## src/rtl/servo_pwm_multi.sv

```systemverilog
// Multi-channel continuous-rotation servo driver.
// One shared microsecond prescaler and PWM frame counter feed N channels.
// Each channel has a direction decoder, a target and current pulse width
// latched only at frame boundaries, and a slew limiter so the width never
// moves by more than RAMP_US per frame.
module servo_pwm_multi #(
  parameter int unsigned N_CH      = 2,
  parameter int unsigned CLK_DIV   = 100,
  parameter int unsigned PERIOD_US = 20000,
  parameter int unsigned STOP_US   = 1500,
  parameter int unsigned DELTA_US  = 200,
  parameter int unsigned RAMP_US   = 20
) (
  input  logic              clk,
  input  logic              rst_n,
  input  logic [N_CH-1:0]   en,
  input  logic [N_CH-1:0]   cw,
  input  logic [N_CH-1:0]   ccw,
  output logic [N_CH-1:0]   servo,
  output logic [2*N_CH-1:0] dir,
  output logic [N_CH-1:0]   at_target,
  output logic              frame
);

  localparam int unsigned PS_W  = $clog2(CLK_DIV);
  localparam int unsigned CNT_W = $clog2(PERIOD_US);

  localparam logic [PS_W-1:0]  PS_LAST    = PS_W'(CLK_DIV - 1);
  localparam logic [CNT_W-1:0] FRAME_LAST = CNT_W'(PERIOD_US - 1);
  localparam logic [CNT_W-1:0] W_STOP     = CNT_W'(STOP_US);
  localparam logic [CNT_W-1:0] W_CW       = CNT_W'(STOP_US - DELTA_US);
  localparam logic [CNT_W-1:0] W_CCW      = CNT_W'(STOP_US + DELTA_US);
  localparam logic [CNT_W-1:0] W_RAMP     = CNT_W'(RAMP_US);

  // Map a registered direction code to its pulse width in microseconds.
  function automatic logic [CNT_W-1:0] dir_width(input logic [1:0] d);
    case (d)
      2'b01:   return W_CW;
      2'b10:   return W_CCW;
      default: return W_STOP;
    endcase
  endfunction

  // Move cur toward tgt by at most RAMP_US; snaps onto tgt when closer, so it
  // never overshoots. RAMP_US of zero means an immediate step.
  function automatic logic [CNT_W-1:0] ramp_step(input logic [CNT_W-1:0] cur,
                                                 input logic [CNT_W-1:0] tgt);
    logic [CNT_W-1:0] diff;
    diff = (tgt >= cur) ? (tgt - cur) : (cur - tgt);
    if (RAMP_US == 0) return tgt;
    if (32'(diff) <= RAMP_US) return tgt;
    return (tgt > cur) ? (cur + W_RAMP) : (cur - W_RAMP);
  endfunction

  logic [PS_W-1:0]    presc_q, presc_d;
  logic [CNT_W-1:0]   frame_cnt_q, frame_cnt_d;
  logic               frame_q, frame_d;
  logic [N_CH-1:0]    en_q, en_d;
  logic [N_CH-1:0]    servo_q, servo_d;
  logic [2*N_CH-1:0]  dir_q, dir_d;
  logic [CNT_W-1:0]   cur_q    [N_CH];
  logic [CNT_W-1:0]   cur_d    [N_CH];
  logic [CNT_W-1:0]   target_q [N_CH];
  logic [CNT_W-1:0]   target_d [N_CH];
  logic               tick;
  logic               boundary;

  // Shared timebase: microsecond prescaler and frame counter.
  always_comb begin
    tick        = (presc_q == PS_LAST);
    boundary    = tick && (frame_cnt_q == FRAME_LAST);
    presc_d     = tick ? '0 : (presc_q + PS_W'(1));
    frame_cnt_d = frame_cnt_q;
    if (tick) begin
      frame_cnt_d = boundary ? '0 : (frame_cnt_q + CNT_W'(1));
    end
    // FRAME is high during the cycle whose closing edge wraps the frame.
    frame_d     = (presc_d == PS_LAST) && (frame_cnt_d == FRAME_LAST);
  end

  // Per-channel decode, boundary latching, slew limiting and pulse compare.
  always_comb begin
    dir_d   = '0;
    en_d    = en_q;
    servo_d = '0;
    for (int i = 0; i < N_CH; i++) begin
      cur_d[i]    = cur_q[i];
      target_d[i] = target_q[i];
    end
    for (int i = 0; i < N_CH; i++) begin
      if (cw[i] && !ccw[i]) begin
        dir_d[2*i +: 2] = 2'b01;
      end else if (ccw[i] && !cw[i]) begin
        dir_d[2*i +: 2] = 2'b10;
      end
      if (boundary) begin
        // The boundary sees the direction registered before this edge, so a
        // command arriving on the FRAME cycle waits one more frame.
        en_d[i]     = en[i];
        target_d[i] = dir_width(dir_q[2*i +: 2]);
        cur_d[i]    = en[i] ? ramp_step(cur_q[i], target_d[i]) : W_STOP;
      end
      // Compare against next-state values so the registered output rises on
      // the same edge that wraps the frame counter.
      servo_d[i] = en_d[i] && (frame_cnt_d < cur_d[i]);
    end
  end

  // State registers; reset also clears the PWM outputs asynchronously.
  always_ff @(posedge clk or negedge rst_n) begin
    if (!rst_n) begin
      presc_q     <= '0;
      frame_cnt_q <= '0;
      frame_q     <= 1'b0;
      en_q        <= '0;
      servo_q     <= '0;
      dir_q       <= '0;
      for (int i = 0; i < N_CH; i++) begin
        cur_q[i]    <= W_STOP;
        target_q[i] <= W_STOP;
      end
    end else begin
      presc_q     <= presc_d;
      frame_cnt_q <= frame_cnt_d;
      frame_q     <= frame_d;
      en_q        <= en_d;
      servo_q     <= servo_d;
      dir_q       <= dir_d;
      for (int i = 0; i < N_CH; i++) begin
        cur_q[i]    <= cur_d[i];
        target_q[i] <= target_d[i];
      end
    end
  end

  // Status: width has settled on the latched target.
  always_comb begin
    at_target = '0;
    for (int i = 0; i < N_CH; i++) begin
      at_target[i] = (cur_q[i] == target_q[i]);
    end
  end

  assign servo = servo_q;
  assign dir   = dir_q;
  assign frame = frame_q;

endmodule

```

## config.mk

```make
export PLATFORM = sky130hd
export DESIGN_NAME = servo_pwm_multi
export DESIGN_NICKNAME = d
export VERILOG_FILES = /design/src/rtl/servo_pwm_multi.sv
export SDC_FILE = /design/constraint.sdc
export NUM_CORES = 1
export LEC_CHECK = 0
export BUFFER_PORTS_ARGS = -buffer_cell sky130_fd_sc_hd__buf_2
export CORE_MARGIN = 2
export CORE_UTILIZATION = 58
export DETAILED_ROUTE_END_ITERATION = 12
export PLACE_DENSITY = 0.78
export SLEW_MARGIN = 20
export SYNTH_ARGS = -nofsm -noshare
export SYNTH_HDL_FRONTEND = slang
export SYNTH_SLANG_ARGS = --single-unit
```

## constraint.sdc

```tcl
create_clock -name clk -period 5.7 [get_ports clk]
set_input_delay 0.855 -clock clk [delete_from_list [all_inputs] [get_ports clk]]
set_output_delay 0.855 -clock clk [all_outputs]
set_load 0.005 [all_outputs]
```

# --- After elaboration in Yosys (flattened, before gate mapping) ---
# Cells that the tools add are included.
# Widths: inputs -> output; s select.
word_totals:
  reg_bits: 91
  in_bits: 8
  word_cells: 79
classes:
  addsub: 10
  order_cmp: 8
  eq_ne: 10
  mux: 29
  n_reduce_logical: 12
op_table:
  columns: ["operator", "n"]
  rows:
  - ["$mux 15", 16]
  - ["$sub 15x15->15", 4]
  - ["$pmux 10 s2", 2]
  - ["$add 15x5->15 const B", 2]
  - ["$eq 15x15->1", 2]
  - ["$eq 15x15->1 const B", 2]
  - ["$ge 15x15->1", 2]
  - ["$gt 15x15->1", 2]
  - ["$le 15x5->1 const B", 2]
  - ["$lt 15x15->1", 2]
  - ["$sub 15x5->15 const B", 2]
  - ["$add 15x1->15 const B", 1]
  - ["$eq 7x7->1 const B", 2]
  - ["$logic_and 1x1->1", 8]
  - ["$mux 2", 4]
  - ["$add 7x1->7 const B", 1]
  - ["$mux 7", 1]
  - ["$mux 1", 6]
  - ["$eq 2x1->1 const B", 2]
  - ["$eq 2x2->1 const B", 2]
  - ["$logic_not 1->1", 4]

# --- Longest topological paths before layout ---
logic_depth:
  ltp_word: 13
  mapped_depth: 31
  depth_no_buf: 31

# --- Worst setup path after synthesis ---
# No wires, ideal clock.
synth_path:
  kind: "register to register"
  startpoint: "register dir_q[2], in the netlist dir[2]"
  endpoint: "register servo_q[1], in the netlist servo[1]"
  setup_time_ps: 95
  t_arrival_ps: 5880
  slack_ps: -276
  stages_incl_launch_ff: 30
  n_path_buf: 1
  period_less_slack_ps: 5976
  cell_sequence: "dfrtp_1 inv_1 ha_1 inv_1 ha_1 buf_2 nor2_1 nor3_2 a21boi_0 nor3b_1 inv_1 fa_1 a21o_1 a21oi_1 nor2b_1 o21a_1 o21a_1 or2_2 a211o_1 ha_1 a21o_1 a21o_1 a21oi_1 nor2b_1 o21ai_0 nand2b_1 a21o_1 a211oi_1 nand2_1 o31ai_1"
synth_via:
  elab_chain_cells: 13
  word_cells_on_any_way: 19
synth_rtl:
  columns: ["item", "line", "text"]
  rows:
  - ["start: declaration", "60", "logic [2*N_CH-1:0] dir_q, dir_d;"]
  - ["start signal: assignment", "128", "dir_q <= dir_d;"]
  - ["$eq 2x2->1 or $eq 2x1->1 (tied branches)", "37", "case (d)"]
  - ["$pmux 10 s2 *", "37", null]
  - ["$mux 15 *", "96", "if (boundary) begin"]
  - ["$sub 15x15->15 or $ge 15x15->1 (tied branches)", "49", "diff = (tgt >= cur) ? (tgt - cur) : (cur - tgt);"]
  - ["$mux 15", "49", null]
  - ["$le 15x5->1", "51", "if (32'(diff) <= RAMP_US) return tgt;"]
  - ["$mux 1", "51", null]
  - ["$mux 1", "96", null]
  - ["$mux 15 *", "52", "return (tgt > cur) ? (cur + W_RAMP) : (cur - W_RAMP);"]
  - ["$mux 15 *", "101", "cur_d[i] = en[i] ? ramp_step(cur_q[i], target_d[i]) : W_STOP;"]
  - ["$mux 15 *", "96", null]
  - ["$lt 15x15->1 *", "105", "servo_d[i] = en_d[i] && (frame_cnt_d < cur_d[i]);"]
  - ["$logic_and 1x1->1 *", "105", null]
  - ["via servo_d[1]", "59", "logic [N_CH-1:0] servo_q, servo_d;"]
  - ["end signal: assignment", "127", "servo_q <= servo_d;"]
  - ["end: declaration", "59", null]
# Mark *: on every way through the listed nets, which the timed path passes. The rest lies on a longest branch. The select of a mux whose other input is x is not followed.
# A chain may end at the register's enable or synchronous reset.

# --- Worst setup path in the final report ---
layout_path:
  startpoint: "register dir_q[1], in the netlist dir[1]"
  endpoint: "register servo_q[0], in the netlist servo[0]"
# Same word-level chain as after synthesis.

==> impl_metrics.xml <==
<?xml version="1.0" encoding="UTF-8"?>
<metrics>
  <group name="power">
    <metric name="switchingPower" unit="µW">364</metric>
    <metric name="switching_share" unit="%">29.0</metric>
    <metric name="share_of_power_burned_in_combinational_logic" unit="%">18.6</metric>
    <metric name="fraction_of_power_consumed_by_sequential_logic" unit="%">39.3</metric>
    <metric name="share_clk_of_total_power" unit="%">42.1</metric>
    <metric name="power-per-cell-area" unit="mW/mm²">144</metric>
    <metric name="static_leakage" unit="µW">0.00415</metric>
    <metric name="power.ir.vdd_worst" unit="V">0.000158</metric>
    <metric name="cellInternalPower" unit="µW">892</metric>
  </group>
  <group name="route">
    <metric name="drtPass1Iterations" unit="">5</metric>
    <metric name="drc_markers" unit="">0</metric>
    <metric name="ant_nets" unit="">0</metric>
    <metric name="drt-vias-per-instance" unit="">6.54</metric>
    <metric name="vias" unit="">7152</metric>
    <metric name="totalWireLength" unit="mm">21.9</metric>
    <metric name="drtIter0Drc" unit="">610</metric>
    <metric name="routedWlPerCell" unit="µm">20.1</metric>
  </group>
  <group name="timing">
    <metric name="totalNegativeSetupSlack" unit="ns">0</metric>
    <metric name="setup_skew" unit="ns">0.0151</metric>
    <metric name="finalCriticalPeriod" unit="ns">5.60</metric>
    <metric name="worst-slew-pin-transition" unit="ns">0.893</metric>
    <metric name="post-route-period-util" unit="%">98.3</metric>
    <metric name="fmax" unit="MHz">178</metric>
    <metric name="maxSlewViolCount" unit="">0</metric>
    <metric name="final.setup.worst_slack" unit="ns">0.0969</metric>
    <metric name="endpoints_failing_hold" unit="">0</metric>
    <metric name="slew-limit-headroom" unit="%">40.5</metric>
    <metric name="setup_viol" unit="">0</metric>
    <metric name="hold_slack" unit="ns">0.486</metric>
  </group>
  <group name="cts">
    <metric name="tritoncts.num_buffers" unit="">9</metric>
    <metric name="clk-insertion-delay-late" unit="ns">0.35</metric>
    <metric name="worst_setup_hold_path_clk_slew" unit="ns">0.06</metric>
    <metric name="cts_htree_levels" unit="">3</metric>
    <metric name="maximum_buffer_depth_of_the_clock_tree" unit="">2</metric>
    <metric name="clock_sink_count" unit="">69</metric>
    <metric name="tritoncts" unit="">built</metric>
    <metric name="root_buffer_cell" unit="">sky130_fd_sc_hd__clkbuf_16</metric>
  </group>
  <group name="synth">
    <metric name="most_common_cell_in_the_netlist" unit="">sky130_fd_sc_hd__ha_1</metric>
    <metric name="syn_avg_cell_area" unit="µm²">8.43</metric>
    <metric name="synth_edf_count" unit="">0</metric>
    <metric name="netlist_area" unit="mm²">0.00709</metric>
    <metric name="synthTopCellsByArea" unit="">sky130_fd_sc_hd__dfrtp_1, sky130_fd_sc_hd__ha_1, sky130_fd_sc_hd__dfstp_2, sky130_fd_sc_hd__xnor2_1, sky130_fd_sc_hd__a21oi_1</metric>
    <metric name="synth.top_cells.by_count" unit="">sky130_fd_sc_hd__ha_1, sky130_fd_sc_hd__nor2_1, sky130_fd_sc_hd__nand2_1</metric>
    <metric name="asyncSetResetFlopFracSynth" unit="%">100</metric>
    <metric name="syn-num-nets" unit="">934</metric>
    <metric name="ys.warnings.count" unit="">0</metric>
    <metric name="ys_seq_elements" unit="">69</metric>
    <metric name="netlist-cell-type-count" unit="">85</metric>
    <metric name="yosys.area.top_type_share" unit="%">17.3</metric>
    <metric name="synth_top_area_cell" unit="">sky130_fd_sc_hd__dfrtp_1</metric>
    <metric name="dominantRegCellSynth" unit="">sky130_fd_sc_hd__dfrtp_1</metric>
    <metric name="synth.yosys.seq_area_share" unit="%">24.7</metric>
    <metric name="netlist_instances" unit="">841</metric>
  </group>
  <group name="grt">
    <metric name="pin_count_of_the_biggest_net_entering_global_routing" unit="">70</metric>
    <metric name="vias_in_the_first_global_route" unit="">6988</metric>
    <metric name="global_route_wire_length_before_repair" unit="mm">34.4</metric>
    <metric name="antenna_violations_before_repair" unit="">0</metric>
    <metric name="grt-ovfl-total" unit="">0</metric>
    <metric name="grt.total_usage" unit="%">32.9</metric>
  </group>
  <group name="setup_path">
    <metric name="critical_path_arrival" unit="ns">5.83</metric>
    <metric name="crit_path_start_kind" unit="">flop</metric>
    <metric name="cp-end-kind" unit="">flop</metric>
    <metric name="critical_path_class" unit="">flop to flop</metric>
    <metric name="worst_path_max_fanout" unit="">3</metric>
    <metric name="worst_ep_required_time" unit="ns">5.93</metric>
  </group>
  <group name="floorplanning">
    <metric name="core_region_area" unit="mm²">0.0120</metric>
    <metric name="floorplan.rows" unit="">40</metric>
    <metric name="dieHeight" unit="µm">115</metric>
    <metric name="top_level_ports" unit="">17</metric>
    <metric name="floorplan.initialDensity" unit="%">59.3</metric>
    <metric name="fp.dieArea" unit="mm²">0.0131</metric>
    <metric name="chipWidth" unit="µm">115</metric>
  </group>
  <group name="final_layout">
    <metric name="drive_gt1_share" unit="%">26.3</metric>
    <metric name="antennaDiodeCount" unit="">0</metric>
    <metric name="area_delta_synth_final" unit="%">22.7</metric>
    <metric name="design.final.nets" unit="">1035</metric>
    <metric name="finish.instance_area" unit="mm²">0.00870</metric>
  </group>
  <group name="run_status">
    <metric name="status" unit="">complete, no violations</metric>
  </group>
  <group name="place">
    <metric name="detailed_place_hpwl" unit="mm">16.1</metric>
    <metric name="buffer_ports.inserted" unit="">16</metric>
    <metric name="dpl-instance-area" unit="mm²">0.00790</metric>
    <metric name="routabilityCongestion" unit="">0.934</metric>
    <metric name="post-place-ws" unit="ns">-0.264</metric>
  </group>
  <group name="worst_hold_path">
    <metric name="hold_path_class" unit="">flop to flop</metric>
  </group>
  <group name="job">
    <metric name="maxCapViolations" unit="">0</metric>
  </group>
</metrics>
path summary, 6_finish.rpt:
kind / start / slack (ns) / end / depth (start not counted)
hold reg to reg: presc_q[0] / 0.49 / presc_q[0] / 1
setup / recovery: dir[1] / 0.1 / servo[0] / 25
max in group asynchronous: rst_n / 4.36 / dir[1] / 2
min in group asynchronous: rst_n / 0.72 / cur_q[26] / 2
setup reg to reg: dir[1] / 0.1 / servo[0] / 25
hold / removal: presc_q[0] / 0.49 / presc_q[0] / 1
cells in the final DEF, fill, tap and decap left out, types with 13 or more instances in the layout:
master	n
sky130_fd_sc_hd__buf_4	111
sky130_fd_sc_hd__ha_1	64
sky130_fd_sc_hd__nand2_1	59
sky130_fd_sc_hd__nor2_1	57
sky130_fd_sc_hd__dfrtp_1	48
sky130_fd_sc_hd__a21oi_1	37
sky130_fd_sc_hd__inv_1	36
sky130_fd_sc_hd__xnor2_1	35
sky130_fd_sc_hd__o21ai_0	35
sky130_fd_sc_hd__a21o_1	25
sky130_fd_sc_hd__nor3_1	24
sky130_fd_sc_hd__nand4_1	21
sky130_fd_sc_hd__dfstp_2	20
sky130_fd_sc_hd__nor2b_1	18
sky130_fd_sc_hd__nand3_1	18
sky130_fd_sc_hd__ha_4	16
sky130_fd_sc_hd__buf_2	16
sky130_fd_sc_hd__xor2_1	15
sky130_fd_sc_hd__or3_1	14
sky130_fd_sc_hd__nand2b_1	13
sky130_fd_sc_hd__mux2i_1	13
through the flow:
stage / cells / power, µW / utilization, %
4_1_cts: 1076 / 1230 / 68.8
6_report: 1093 / 1260 / 72.7
5_1_grt: 1093 / 1300 / 72.7
2_1_floorplan: 841 / 627 / -
3_3_place_gp: 1060 / 705 / 66.0
3_5_place_dp: 1060 / 708 / 66.0
metal layers:
layer | global-route usage, % | up-vias | wire length, µm
li1 | - | 3329 | -
met1 | 39.2 | 3437 | 8630
met2 | 57.4 | 301 | 11100
met3 | 5.45 | 85 | 1310
met4 | 16.2 | 0 | 931
met5 | 0 | - | 0
area by class of cell:
| type | count | area, µm² |
|---|---|---|
| well taps | 147 | 184 |
| fillers | 902 | 3260 |
| inverters | 43 | 164 |
| multi-input cells | 691 | 5400 |
| repair buffers | 128 | 925 |
| clock inverters | 6 | 48.8 |
| flip-flops and latches | 69 | 1750 |
| clock buffers | 9 | 225 |
flip-flops by register name (all words and copies together), names as in the netlist:
| signal | cells |
|---|---|
| en_q | 2 |
| frame_cnt_q | 15 |
| target_q | 8 |
| presc_q | 7 |
| servo | 2 |
| dir | 4 |
| cur_q | 30 |
| frame | 1 |
power groups by stage:
| stage | Combinational (µW) | Clock (µW) | Sequential [µW] |
|---|---|---|---|
| 2_1_floorplan | 124 | 0 | 503 |
| 3_3_place_gp | 203 | 0 | 502 |
| 3_5_place_dp | 206 | 0 | 502 |
| 4_1_cts | 210 | 529 | 494 |
| 5_1_grt | 254 | 551 | 494 |
| 6_report | 234 | 529 | 494 |
cell families (layout without fill, tap and decap cells):
family | Yosys count | in the layout | share of synthesized area [%]
multiplexers | 15 | 15 | 2.15
buffers and inverters | 81 | 186 | 4.69
flip-flops | 69 | 69 | 24.7
XOR/XNOR | 52 | 52 | 6.42
AO/OA/AOI/OAI | 254 | 254 | 25.6
AND/OR/NAND/NOR | 285 | 285 | 21.0
adder cells (fa/ha/maj) | 85 | 85 | 15.4
critical path, stage by stage (launching register included):
cell and delay, ns:
sky130_fd_sc_hd__dfrtp_2 0.43, sky130_fd_sc_hd__ha_4 0.28, sky130_fd_sc_hd__inv_2 0.05, sky130_fd_sc_hd__buf_4 0.13, sky130_fd_sc_hd__ha_1 0.28, sky130_fd_sc_hd__and4_1 0.18
sky130_fd_sc_hd__a221o_1 0.39, sky130_fd_sc_hd__o21ai_2 0.20, sky130_fd_sc_hd__o21a_1 0.18, sky130_fd_sc_hd__nor2_2 0.07, sky130_fd_sc_hd__ha_1 0.29, sky130_fd_sc_hd__nor2b_2 0.17
sky130_fd_sc_hd__o21a_1 0.19, sky130_fd_sc_hd__o21ai_2 0.18, sky130_fd_sc_hd__a21oi_1 0.09, sky130_fd_sc_hd__o21ai_1 0.20, sky130_fd_sc_hd__a21oi_1 0.13, sky130_fd_sc_hd__o41a_1 0.33
sky130_fd_sc_hd__or3_1 0.32, sky130_fd_sc_hd__a21boi_1 0.17, sky130_fd_sc_hd__a221oi_1 0.08, sky130_fd_sc_hd__ha_1 0.35, sky130_fd_sc_hd__nand4_1 0.12, sky130_fd_sc_hd__a211o_1 0.25
sky130_fd_sc_hd__o21a_1 0.20, sky130_fd_sc_hd__a41o_1 0.22
repair_timing:
item                                    CTS  global route
endpoints found under the setup margin    2             2
hold buffers                              0             0
endpoints found under the hold margin     0             0
buffers inserted                          1            17
pin swaps                                 1            34
resized for setup                        15            63
No activity file was read; power rests on OpenSTA's default activity.
